### src/rtl/mult_pkg.sv
// Shared types and helpers for the sequential shift-and-add multiplier.
package mult_pkg;

  typedef enum logic [1:0] {
    IDLE = 2'd0,
    RUN  = 2'd1,
    DONE = 2'd2
  } state_t;

  // Widest operand supported; callers truncate the helper result to their own width.
  localparam int MAX_W = 32;

  function automatic logic [MAX_W-1:0] twos_mag(input logic [MAX_W-1:0] v, input logic neg);
    return neg ? (~v + MAX_W'(1)) : v;
  endfunction

endpackage

### src/rtl/adder_nbit.sv
// Parametrised ripple-carry adder; the single shared adder of the multiplier datapath.
module adder_nbit #(
  parameter int WIDTH = 8
) (
  input  logic [WIDTH-1:0] a,
  input  logic [WIDTH-1:0] b,
  input  logic             cin,
  output logic [WIDTH-1:0] sum,
  output logic             cout
);

  logic [WIDTH:0] carry;

  assign carry[0] = cin;

  generate
    for (genvar gi = 0; gi < WIDTH; gi++) begin : g_bit
      assign sum[gi]       = a[gi] ^ b[gi] ^ carry[gi];
      assign carry[gi + 1] = (a[gi] & b[gi]) | (a[gi] & carry[gi]) | (b[gi] & carry[gi]);
    end
  endgenerate

  assign cout = carry[WIDTH];

endmodule

### src/rtl/seq_multiplier.sv
// WIDTH x WIDTH shift-and-add multiplier, one adder pass per cycle, signed or unsigned
// operands handled as magnitudes with the sign re-applied to the finished product.
module seq_multiplier
  import mult_pkg::*;
#(
  parameter int WIDTH = 8
) (
  input  logic               clk,
  input  logic               reset,
  input  logic               start,
  input  logic               signed_mode,
  input  logic [WIDTH-1:0]   op_a,
  input  logic [WIDTH-1:0]   op_b,
  output logic               busy,
  output logic               done,
  output logic [2*WIDTH-1:0] product
);

  localparam int CNT_W = $clog2(WIDTH + 1);
  localparam int P_W   = 2 * WIDTH;
  localparam logic [CNT_W-1:0] LAST_ITER = CNT_W'(WIDTH - 1);

  state_t             state_q, state_d;
  logic [CNT_W-1:0]   cnt_q, cnt_d;
  logic [WIDTH-1:0]   hi_q, hi_d;
  logic [WIDTH-1:0]   lo_q, lo_d;
  logic [WIDTH-1:0]   mcand_q, mcand_d;
  logic               sign_q, sign_d;
  logic [P_W-1:0]     product_q, product_d;
  logic               done_q, done_d;

  logic               neg_a, neg_b;
  logic [WIDTH-1:0]   mag_a, mag_b;
  logic [WIDTH-1:0]   addend;
  logic [WIDTH-1:0]   add_sum;
  logic               add_cout;
  logic [P_W-1:0]     acc;

  assign neg_a = signed_mode & op_a[WIDTH-1];
  assign neg_b = signed_mode & op_b[WIDTH-1];
  assign mag_a = WIDTH'(twos_mag(MAX_W'(op_a), neg_a));
  assign mag_b = WIDTH'(twos_mag(MAX_W'(op_b), neg_b));

  assign addend = lo_q[0] ? mcand_q : '0;
  assign acc    = {hi_q, lo_q};

  adder_nbit #(
    .WIDTH(WIDTH)
  ) u_adder (
    .a    (hi_q),
    .b    (addend),
    .cin  (1'b0),
    .sum  (add_sum),
    .cout (add_cout)
  );

  always_comb begin
    state_d   = state_q;
    cnt_d     = cnt_q;
    hi_d      = hi_q;
    lo_d      = lo_q;
    mcand_d   = mcand_q;
    sign_d    = sign_q;
    product_d = product_q;
    done_d    = 1'b0;

    case (state_q)
      IDLE: begin
        if (start) begin
          mcand_d = mag_a;
          lo_d    = mag_b;
          hi_d    = '0;
          cnt_d   = '0;
          sign_d  = neg_a ^ neg_b;
          state_d = RUN;
        end
      end
      RUN: begin
        // {carry, sum, low} shifted right by one: the carry becomes the new high MSB.
        hi_d  = {add_cout, add_sum[WIDTH-1:1]};
        lo_d  = {add_sum[0], lo_q[WIDTH-1:1]};
        cnt_d = cnt_q + CNT_W'(1);
        if (cnt_q == LAST_ITER) begin
          state_d = DONE;
        end
      end
      DONE: begin
        product_d = sign_q ? (~acc + P_W'(1)) : acc;
        done_d    = 1'b1;
        state_d   = IDLE;
      end
      default: begin
        state_d = IDLE;
      end
    endcase
  end

  always_ff @(posedge clk) begin
    if (!reset) begin
      state_q   <= IDLE;
      cnt_q     <= '0;
      hi_q      <= '0;
      lo_q      <= '0;
      mcand_q   <= '0;
      sign_q    <= 1'b0;
      product_q <= '0;
      done_q    <= 1'b0;
    end else begin
      state_q   <= state_d;
      cnt_q     <= cnt_d;
      hi_q      <= hi_d;
      lo_q      <= lo_d;
      mcand_q   <= mcand_d;
      sign_q    <= sign_d;
      product_q <= product_d;
      done_q    <= done_d;
    end
  end

  assign busy    = (state_q == RUN) || (state_q == DONE);
  assign done    = done_q;
  assign product = product_q;

endmodule
### config.mk
export PLATFORM = sky130hd
export DESIGN_NAME = seq_multiplier
export DESIGN_NICKNAME = d
export VERILOG_FILES = /design/src/rtl/mult_pkg.sv /design/src/rtl/adder_nbit.sv /design/src/rtl/seq_multiplier.sv
export SDC_FILE = /design/constraint.sdc
export NUM_CORES = 1
export LEC_CHECK = 0
export CAP_MARGIN = 40
export CORE_ASPECT_RATIO = 1.25
export CORE_MARGIN = 2
export CORE_UTILIZATION = 50
export DETAILED_ROUTE_END_ITERATION = 10
export PLACE_DENSITY = 0.76
export RECOVER_POWER = 50
export SETUP_SLACK_MARGIN = 0.1
export SLEW_MARGIN = 40
export SYNTH_ARGS = -nofsm -noshare
export SYNTH_HDL_FRONTEND = slang
export SYNTH_HIERARCHICAL = 1
export SYNTH_SLANG_ARGS = --single-unit
### constraint.sdc
create_clock -name clk -period 3.9 [get_ports clk]
set_input_delay 0.78 -clock clk [delete_from_list [all_inputs] [get_ports clk]]
set_output_delay 0.78 -clock clk [all_outputs]
set_load 0.01 [all_outputs]
==> results.cfg <==
[place]
gp_congestion = 0.838
placed_area_sq_um = 3320
port_buffers = 37
dp.cells = 434
dp_slack_ns = 0.122
dp_hpwl_microns = 4840

[route]
ant_nets = 0
drt_iter0_markers = 118
drcViolationCount = 0
postRouteWirelength_microns = 6640
vias_per_cell = 5.95
top_layer = met4
wl_met3_microns = 256
wl_met2_microns = 3530
drt-met1-wl_microns = 2780
num_vias = 2631
wl_per_cell_microns = 15.0
first_pass_iters = 4

[status]
outcome = completed

[floorplanning]
die_area_sq_um = 6460
die_x_microns = 72.3
core_sq_um = 5700
start_util = 0.511
rows = 31
die_h_microns = 89.3
io_pins = 38

[timing]
finalSetupTns_ns = 0
timing.fmax_mhz = 275
fin_crit_sh = 0.933
slew_headroom = 0.542
hold_ws_ns = 0.472
rsz0062_at_grt = no
setup_violations = 0
worst_pin_slew_ns = 0.686
skew_ns = 0.00462
layout_setup_ws_ns = 0.262
slew_violations = 0
hold_viol = 0
min_period_ns = 3.64

[synthesis]
yosysTopAreaCellShare = 0.330
synth_ff_type = dfxtp_1
synth_nets = 384
synth-edff-count = 0
syn_inst = 349
synth_top_cell_by_area = dfxtp_1
syn_area_per_cell_sq_um = 8.35
yosysUniqueCellTypes = 59
yosysMostFrequentCell = dfxtp_1
synthesis.area_sq_um = 2910
ys_async_sr_fraction = 0
synth_top_cells_by_count = 48 x dfxtp_1, 27 x a21oi_1, 26 x nor2_1, 24 x inv_1, 20 x clkbuf_1
yosysSeqAreaShare = 0.330
yosysWarnings = 6
ys_seq_elements = 48
synth.area.top_cells = dfxtp_1 33%, fa_1 5.5%, a21oi_1 4.6%

[clock_network]
clk_pin_slew_ns = 0.09
cts_tree = yes
cts_buffers = 5
cts_root_buffer = clkbuf_8
hold_buffers = 0
clkLatencyLatePin_ns = 0.30
cts_max_path_buffers = 2
postCtsSetupBuffers = 0
cts.htree.levels = 2
cts_sinks = 48

[run]
cap_violations = 0

[grt]
grt_pass1_vias = 2533
grt_pass1_wl_microns = 11400
antenna_found_initial = 0
grt_overflow = 0
grt_max_degree = 35
grt_use_total = 0.222

[setup_path]
crit_required_ns = 4.13
cpPeakStageDelay_ns = 0.40
crit_top_cell = fa_2
worstPathArrival_ns = 3.87
endpoint_kind = flop
path_max_fanout = 2
rrSetupSlack_ns = 0.26
crit_chain = and2_1 -> inv_1 -> fa_1 -> inv_1 -> fa_2 -> fa_2 -> fa_2 -> fa_2 -> fa_2 -> fa_1 -> inv_1 -> fa_1 -> inv_1 -> a22oi_1 -> nor2_1
crit_type = flop to flop
crit_end = hi_q[6]
cpMaxStageDelayCell = fa_1
startpoint = mcand_q[0]
r2r_end = hi_q[6]
r2r_cells = 15
critPathLaunchType = flop
r2r_start = mcand_q[0]

[cells_and_area]
drive_gt1_frac = 0.0824
fin_util = 0.601
area_growth_syn_to_layout_pct = 17.7
nNetsFinal = 410
final_area_sq_um = 3430
instances_no_fill = 442
antenna_cells = 0

[power_and_ir_drop]
p_total_mw = 1.38
powerDensity_nw_per_um2 = 404
peakVddDrop_mv = 0.208
p_leak_nw = 1.29

[hold_path]
min_path_type = flop to flop
## where the power goes
| part | switching [mW] | internal, mW |
|---|---|---|
| clock network | 0.166 | 0.190 |
| logic | 0.247 | 0.187 |
| registers | 0.0516 | 0.543 |
| total | 0.464 | 0.920 |
## state kept, by name (all words and copies together), names as in the netlist
register and flops:
product 16, hi_q 8, lo_q 8, mcand_q 8
cnt_q 4, state_q 2, done 1, sign_q 1
## kinds of logic after synthesis
| kind of cell | Yosys count | synth area share |
|---|---|---|
| AO/OA/AOI/OAI | 95 | 0.225 |
| adder cells (fa/ha/maj) | 15 | 0.0850 |
| buffers and inverters | 49 | 0.0670 |
| flip-flops | 48 | 0.330 |
| other | 1 | 0.00129 |
| XOR/XNOR | 14 | 0.0421 |
| multiplexers | 8 | 0.0279 |
| AND/OR/NAND/NOR | 119 | 0.222 |
## cells in the final DEF, fill, tap and decap left out, types with 6 or more instances in the layout
| cell | instances |
|---|---|
| mux2i_1 | 7 |
| or3_1 | 8 |
| clkdlybuf4s50_1 | 19 |
| a211oi_1 | 7 |
| ha_1 | 6 |
| a22oi_1 | 8 |
| nor3_1 | 11 |
| o21ai_0 | 18 |
| inv_1 | 24 |
| dlygate4sd3_1 | 18 |
| xnor2_1 | 9 |
| nand2_1 | 19 |
| nor2_1 | 26 |
| nand3_1 | 9 |
| dfxtp_1 | 48 |
| and2_1 | 11 |
| a21oi_1 | 27 |
| nand3b_1 | 7 |
## timing repair
item / 4_1_cts / 5_1_grt
pin swaps: 0 / 2
endpoints found under the setup margin: 1 / 2
gates resized for setup: 1 / 4
## critical path, delay by kind of cell (launching register included)
| family | cells | cell delay, ns |
|---|---|---|
| AND/OR/NAND/NOR | 2 | 0.27 |
| adder cells (fa/ha/maj) | 8 | 2.68 |
| buffers and inverters | 4 | 0.25 |
| flip-flops | 1 | 0.32 |
| AO/OA/AOI/OAI | 1 | 0.06 |
## area by class of cell
type                    count  area, sq um
well taps                  66         82.6
fillers                   516         2270
flip-flops and latches     48          961
inverters                  24         90.1
repair buffers             44          415
clock buffers               6         72.6
clock inverters             2         35.0
multi-input cells         252         1770
## worst min path at each step
| stage | from | endpoint | slack (ns) | depth (start not counted) |
|---|---|---|---|---|
| after CTS | mcand_q[7] | mcand_q[7] | 0.47 | 2 |
| after detailed placement | mcand_q[7] | mcand_q[7] | 0.46 | 2 |
| final | mcand_q[7] | mcand_q[7] | 0.47 | 2 |
| after floorplan | mcand_q[0] | mcand_q[0] | 0.43 | 2 |
| after global placement | mcand_q[0] | mcand_q[0] | 0.44 | 2 |
| after global routing | mcand_q[0] | mcand_q[0] | 0.51 | 2 |
## routing by layer
layer  up-vias  GRT usage
li1       1299          -
met1      1269      0.256
met2        57      0.400
met3         6     0.0361
met4         0      0.106
met5         -          0
No activity file was read; power rests on OpenSTA's default activity.
